### config.mk
export PLATFORM = sky130hd
export DESIGN_NAME = prio_encoder_capture
export DESIGN_NICKNAME = d
export VERILOG_FILES = /design/src/rtl/enc_pkg.sv /design/src/rtl/sync_edge.sv /design/src/rtl/prio_encoder_capture.sv
export SDC_FILE = /design/constraint.sdc
export NUM_CORES = 1
export LEC_CHECK = 0
export BUFFER_PORTS_ARGS = -buffer_cell sky130_fd_sc_hd__buf_4
export CORE_ASPECT_RATIO = 1.75
export CORE_MARGIN = 4
export CORE_UTILIZATION = 56
export DETAILED_ROUTE_END_ITERATION = 12
export HOLD_SLACK_MARGIN = 0.05
export PLACE_DENSITY = 0.86
export SYNTH_ARGS = -nofsm -noshare
export SYNTH_HDL_FRONTEND = slang
export SYNTH_SLANG_ARGS = --single-unit
### constraint.sdc
create_clock -name clk -period 3.6 [get_ports clk]
set_input_delay 1.08 -clock clk [delete_from_list [all_inputs] [get_ports clk]]
set_output_delay 1.08 -clock clk [all_outputs]
set_load 0.01 [all_outputs]
### src/rtl/enc_pkg.sv
// Shared definitions for the priority encoder capture block.
// Holds the request count, the code width, the FSM state encoding and the
// lowest-set-bit helper. The helper gives bit 0 the highest priority, so the
// code it returns matches the board's 3-to-8 decoder (code 0 = bit 0).
package enc_pkg;

   localparam int NUM_REQ = 8;
   localparam int CODE_W  = 3;

   typedef enum logic {
      IDLE = 1'b0,
      HOLD = 1'b1
   } state_t;

   // Scanning from the top index down lets the lowest set bit overwrite any
   // higher one. The result is therefore the highest-priority request.
   // An all-zero input returns 0. Callers only use the result when the
   // mask is non-zero.
   function automatic logic [CODE_W-1:0] lowest_set(input logic [NUM_REQ-1:0] mask);
      logic [CODE_W-1:0] idx;
      idx = '0;
      for (int n = NUM_REQ - 1; n >= 0; n--) begin
         if (mask[n]) begin
            idx = n[CODE_W-1:0];
         end
      end
      return idx;
   endfunction

endpackage

### src/rtl/sync_edge.sv
// Multi-flop synchronizer with rising-edge detection, one lane per request.
// Ports:
//   clk   - system clock, rising edge
//   rst   - asynchronous active-high reset, clears every flop
//   req   - raw asynchronous request lines
//   rise  - one-cycle pulse per lane when the synchronized line goes 0 -> 1
// The chain resets to 0. A line held high across reset release therefore
// looks like a fresh rising edge and produces exactly one pulse.
module sync_edge #(
   parameter int WIDTH  = 8,
   parameter int STAGES = 2
) (
   input  logic             clk,
   input  logic             rst,
   input  logic [WIDTH-1:0] req,
   output logic [WIDTH-1:0] rise
);

   // A single flop offers no metastability protection, so the chain is
   // never allowed to be shorter than two stages.
   localparam int DEPTH = (STAGES < 2) ? 2 : STAGES;

   logic [WIDTH-1:0] chain [DEPTH];
   logic [WIDTH-1:0] prev;

   // The synchronizer chain and the one-cycle-delayed copy used for edge
   // detection. prev follows the last chain stage, so rise lasts exactly
   // one clock for each 0 -> 1 transition.
   always_ff @(posedge clk or posedge rst) begin
      if (rst) begin
         for (int n = 0; n < DEPTH; n++) begin
            chain[n] <= '0;
         end
         prev <= '0;
      end else begin
         chain[0] <= req;
         for (int n = 1; n < DEPTH; n++) begin
            chain[n] <= chain[n-1];
         end
         prev <= chain[DEPTH-1];
      end
   end

   assign rise = chain[DEPTH-1] & ~prev;

endmodule

### src/rtl/prio_encoder_capture.sv
// Captures rising edges on eight asynchronous request lines into a pending
// mask. It presents the highest-priority pending request as a registered
// code, using a VALID/ACK handshake.
// Ports:
//   clk    - system clock, rising edge
//   rst    - asynchronous active-high reset
//   EN     - capture enable; when low, new edges are not recorded
//   I      - raw request lines, bit n is request n
//   ACK    - consumer accepts the presented code
//   Y      - registered code of the presented request (holds when VALID=0)
//   VALID  - Y refers to a pending request
//   MULTI  - two or more requests are pending
//   PEND   - registered pending-request mask
module prio_encoder_capture
   import enc_pkg::*;
#(
   parameter int SYNC_STAGES = 2
) (
   input  logic               clk,
   input  logic               rst,
   input  logic               EN,
   input  logic [NUM_REQ-1:0] I,
   input  logic               ACK,
   output logic [CODE_W-1:0]  Y,
   output logic               VALID,
   output logic               MULTI,
   output logic [NUM_REQ-1:0] PEND
);

   state_t             state;
   logic [NUM_REQ-1:0] rise;
   logic [NUM_REQ-1:0] clr;

   sync_edge #(
      .WIDTH  (NUM_REQ),
      .STAGES (SYNC_STAGES)
   ) u_sync_edge (
      .clk  (clk),
      .rst  (rst),
      .req  (I),
      .rise (rise)
   );

   // Only an accepted handshake clears a pending bit, and it clears only
   // the bit that was presented.
   always_comb begin
      clr = '0;
      if (state == HOLD && ACK) begin
         clr[Y] = 1'b1;
      end
   end

   // The set term is applied after the clear term. A new edge that lands
   // in the same cycle as its acknowledge therefore keeps the bit pending,
   // so the request is not lost. Repeated edges on a bit that is already
   // pending are absorbed.
   always_ff @(posedge clk or posedge rst) begin
      if (rst) begin
         PEND <= '0;
      end else begin
         PEND <= (PEND & ~clr) | (rise & {NUM_REQ{EN}});
      end
   end

   // Handshake FSM. In HOLD, Y and VALID are frozen, so the consumer sees a
   // stable code even when higher-priority requests arrive. Every ACK forces
   // a pass through IDLE, and the next code is chosen there from the updated
   // mask.
   always_ff @(posedge clk or posedge rst) begin
      if (rst) begin
         state <= IDLE;
         Y     <= '0;
         VALID <= 1'b0;
      end else begin
         case (state)
            IDLE: begin
               if (|PEND) begin
                  Y     <= lowest_set(PEND);
                  VALID <= 1'b1;
                  state <= HOLD;
               end
            end
            HOLD: begin
               if (ACK) begin
                  VALID <= 1'b0;
                  state <= IDLE;
               end
            end
         endcase
      end
   end

   // x & (x - 1) removes the lowest set bit. Anything left over means at
   // least two bits were set. MULTI is driven only from the PEND register,
   // so it changes cleanly just after the clock edge.
   assign MULTI = |(PEND & (PEND - {{(NUM_REQ-1){1'b0}}, 1'b1}));

endmodule

# Yosys cells after proc, flatten, opt, wreduce, memory -nomap -nowiden
# Cells that the tools add are included.
[op_classes]
add_sub_neg = 1
bitwise_logic = 8
n_reduce_logical = 6
order_cmp = 2
muxes = 17
eq_ne = 2
[ops]
columns = ["op", "n"]
rows = [
  ["bitwise AND 8 bit", 4],
  ["2-to-1 mux 3 bit", 8],
  ["NOT 8 bit", 2],
  ["OR reduction 8 bit", 2],
  ["2-to-1 mux 8 bit", 1],
  ["OR 8 bit", 1],
  ["subtractor 8 x 1 -> 8 bit, second input constant", 1],
  ["2-to-1 mux 1 bit", 5],
  ["less-than comparator 3 x 4 -> 1 bit, second input constant", 1],
  ["!= test 2 bit, second input constant", 2],
  ["case mux 1 bit (2 select lines)", 2],
  ["AND reduction 2 bit", 2],
  ["demux 1 bit (select 3 bit)", 1],
  [">= comparator 3 x 1 -> 1 bit, second input constant", 1],
  ["logical AND 1 bit", 2],
  ["NOT 1 bit", 1],
]
[word_totals]
register_bits = 37
wordCells = 43
inputBits = 12

# Longest topological paths before layout
[logic_depth]
word_depth = 8
ltp_mapped = 4
mapped_depth_nobuf = 4

# By module
# Synthesis repeated with hierarchy kept, for this count alone.
[hier_totals]
cells_unflattened = 108
hier_area_um2 = 1416.4
[modules_own_cells]
columns = ["mod", "cells_each", "seq_area_each_um2", "n_inst", "area_per_inst_um2"]
rows = [
  ["sync_edge", 33, 600.6, 1, 714.4],
  ["prio_encoder_capture", 75, 325.3, 1, 701.9],
]

# Least setup slack after synthesis
# Ideal clock, no wire load.
[synth_path]
path_type = "register to output"
startpoint = "register PEND[2]"
endpoint = "output port MULTI"
arrival_time_ns = 1.278
stages_incl_launch_ff = 5
setup_slack_ns = 1.242
cell_sequence = "dfrtp_1 > or3_4 > nor4_1 > a211o_2 > nand4_1"
[synth_between]
elab_chain_cells = 3
[synth_lines]
columns = ["item", "line_no", "rtl"]
rows = [
  ["from (decl)", "prio_encoder_capture.sv:27", "output logic [NUM_REQ-1:0] PEND"],
  ["from (signal assigned)", "prio_encoder_capture.sv:61", "PEND <= (PEND & ~clr) | (rise & {NUM_REQ{EN}});"],
  ["subtractor 8 x 1 -> 8 bit", "prio_encoder_capture.sv:96", "assign MULTI = |(PEND & (PEND - {{(NUM_REQ-1){1'b0}}, 1'b1}));"],
  ["bitwise AND 8 bit *", "prio_encoder_capture.sv:96", ""],
  ["OR reduction 8 bit *", "prio_encoder_capture.sv:96", ""],
  ["to (decl)", "prio_encoder_capture.sv:26", "output logic MULTI,"],
]
# Mark *: on every way between the ends. The rest lies on a longest branch, timed or not.

# Worst setup path in the final report
# Ends and elaborated chain as after synthesis.

==> flow_summary.toml <==
[outcome]
status = "completed"

[yosys]
synth_compound_area_share_pct = 12.5
synth_xor_xnor_area_share_pct = 0
ys_seq_elements = 37
avgSynthCellArea_um2 = 13.2
synth_top_family_by_area = "simple AND/OR/NAND/NOR gates"
netlist_area_um2 = 1300
ys.warnings.count = 0
synth_fp_nets = 110
yosys.area_share.simple_pct = 14.4
syn_inst = 98
synthMuxAreaShare_pct = 0
yosysUniqueCellTypes = 25
ys_seq_area_share_pct = 71.4
synthAdderAreaFrac_pct = 0

[timing]
fin_crit_ns = 2.98
fmax_mhz = 335
setup_violations = 0
fin_skew_ns = 0.00820
worst_slew_pin_slew_ns = 0.434
slew_viol_final = 0
max-slew-margin-rel_pct = 71.0
hold_viol = 0
finalSetupTns_ns = 0
period_share_pct = 82.9
rsz0062_at_grt = "no"

[worst_setup_path]
cp-end-kind = "output pin"
worst_ep_required_time_ns = 2.52
path_max_fanout = 8
arrival_ns = 1.90
crit_type = "flop to output pin"
cp-start-kind = "flop"

[drt]
vias = 862
drt_wl_total_um = 2330
drtIter0Drc = 7
wl_per_cell_um = 15.1
drtAntennaViolNets = 0
via_per_inst = 5.60
drtPass1Iterations = 4
route.detailed.drc = 0

[die]
die_h_um = 71.7
num_rows = 22
initial_core_util_pct = 60.4
die_x_um = 44.4
pin_count = 25
dieArea_um2 = 3180
core_um2 = 2150

[place]
place_congestion = 0.910
post_dp_cell_area_um2 = 1510
dp_hpwl_um = 1760
io_buffers = 24

[power_and_ir_drop]
vdd_drop_max_uv = 684
p_leak_uw = 0.000715
cellPowerDensity_nw_per_um2 = 743

[global_routing]
antenna_found_initial = 0
grt_pass1_vias = 854
grtUsageTotal_pct = 17.2
grt_overflow = 0
grt_max_degree = 38
grt_pass1_wl_um = 3890

[cts]
clock_latency_ns = 0.32
cts_tree = "done"
cts_max_path_buffers = 2
clockRootBuffer = "clkbuf_4"
cts_max_level = 2
clk_pin_slew_ns = 0.10
post_cts_buffers = 0
ctsHoldBuffers = 0
cts_buffers = 5
cts_sinks = 37
postCtsResizedCells = 0

[hold_path]
holdCritPathClass = "flop to flop"

[layout]
nets = 141
layout-area-overhead-vs-synth_pct = 23.3
layout-drive-gt1-share_pct = 30.0
antenna_cells = 0
final_area_um2 = 1600
layout_commonest_cell = "dfrtp_1"
layout_common_cells = "dfrtp_1, buf_4, nand2_1, nand3b_1, o21ai_0"

[flow_run]
maxCapViolations = 0
-- cells in the mapped netlist --
| cell type | count | area share (%) |
|---|---|---|
| a211o_1 | 1 | 0.68 |
| o21ai_1 | 1 | 0.39 |
| a211o_2 | 1 | 0.77 |
| inv_1 | 5 | 1.4 |
| o31ai_1 | 3 | 1.7 |
| nand2b_1 | 1 | 0.48 |
| a21o_2 | 1 | 0.68 |
| nand4_1 | 1 | 0.48 |
| nor4_1 | 1 | 0.48 |
| o22a_2 | 1 | 0.77 |
| or3_4 | 1 | 0.87 |
| nand3_1 | 1 | 0.39 |
| nor3_1 | 2 | 0.77 |
| clkbuf_1 | 1 | 0.29 |
| o221ai_1 | 1 | 0.68 |
| o21a_1 | 1 | 0.58 |
| a31oi_2 | 1 | 0.96 |
| nand2_1 | 10 | 2.9 |
| dfrtp_1 | 37 | 71 |
| o21ai_0 | 8 | 3.1 |
| a21oi_1 | 4 | 1.5 |
| o311ai_0 | 1 | 0.68 |
| nand3b_1 | 9 | 5.2 |
| nor4_4 | 1 | 1.6 |
| nor2_1 | 4 | 1.2 |
-- metrics by stage --
step                      cells  hold slack (ns)  power (uW)  util, %  setup WS, ns
final                       154            0.355        1190     74.5         0.615
after CTS                   154            0.362        1200     74.5         0.631
after detailed placement    146            0.336         910     70.4          1.01
after global placement      146            0.333         892     70.4          1.17
after global routing        154            0.356        1260     74.5         0.534
after floorplan              98            0.331         749        -          1.24
-- state kept, by name (all words and copies together) (netlist names) --
name,cells
PEND,8
u_sync_edge.prev,8
u_sync_edge.chain,16
state,1
VALID,1
Y,3
-- path summary, 6_finish.rpt --
path,to,startpoint,slack [ns],depth (start not counted)
setup / recovery,MULTI,PEND[2],0.62,5
hold / removal,u_sync_edge.chain[2],u_sync_edge.chain[10],0.36,0
setup reg to reg,Y[1],PEND[1],2.08,4
hold reg to reg,u_sync_edge.chain[2],u_sync_edge.chain[10],0.36,0
max in group asynchronous,u_sync_edge.prev[4],rst,2.45,3
min in group asynchronous,u_sync_edge.chain[2],rst,0.84,3
-- area by class of cell --
class,instances,area (um2)
Multi-Input combinational cell,55,349
Inverter,5,18.8
Clock buffer,6,51.3
Tap cell,24,30.0
Timing Repair Buffer,25,188
Fill cell,164,547
Clock inverter,2,37.5
Sequential cell,37,926
-- routing by layer --
| layer | routed length, um | up-vias | track usage [%] | part of all wire [%] |
|---|---|---|---|---|
| li1 | - | 411 | - | - |
| met1 | 813 | 416 | 18.6 | 35 |
| met2 | 1310 | 29 | 29.2 | 56 |
| met3 | 153 | 6 | 5.28 | 6.6 |
| met4 | 53 | 0 | 9.06 | 2.3 |
| met5 | 0 | - | 0 | 0 |
-- critical path: stages (launching register included) --
cell	delay, ns
dfrtp_1	0.48
or3_4	0.41
nor4_1	0.28
a211o_2	0.16
nand4_1	0.08
buf_4	0.16
-- cell families after synthesis --
logic type,after synthesis
AND/OR/NAND/NOR,31
buffers and inverters,6
flip-flops,37
AO/OA/AOI/OAI,24
-- report_power, final --
| part | internal (uW) | leakage [uW] | switching [uW] |
|---|---|---|---|
| sequential | 492 | 0.000419 | 124 |
| combinational | 146 | 0.000252 | 139 |
| clock | 165 | 0.0000445 | 123 |
| total | 803 | 0.000715 | 386 |
No activity file was read; power rests on OpenSTA's default activity.
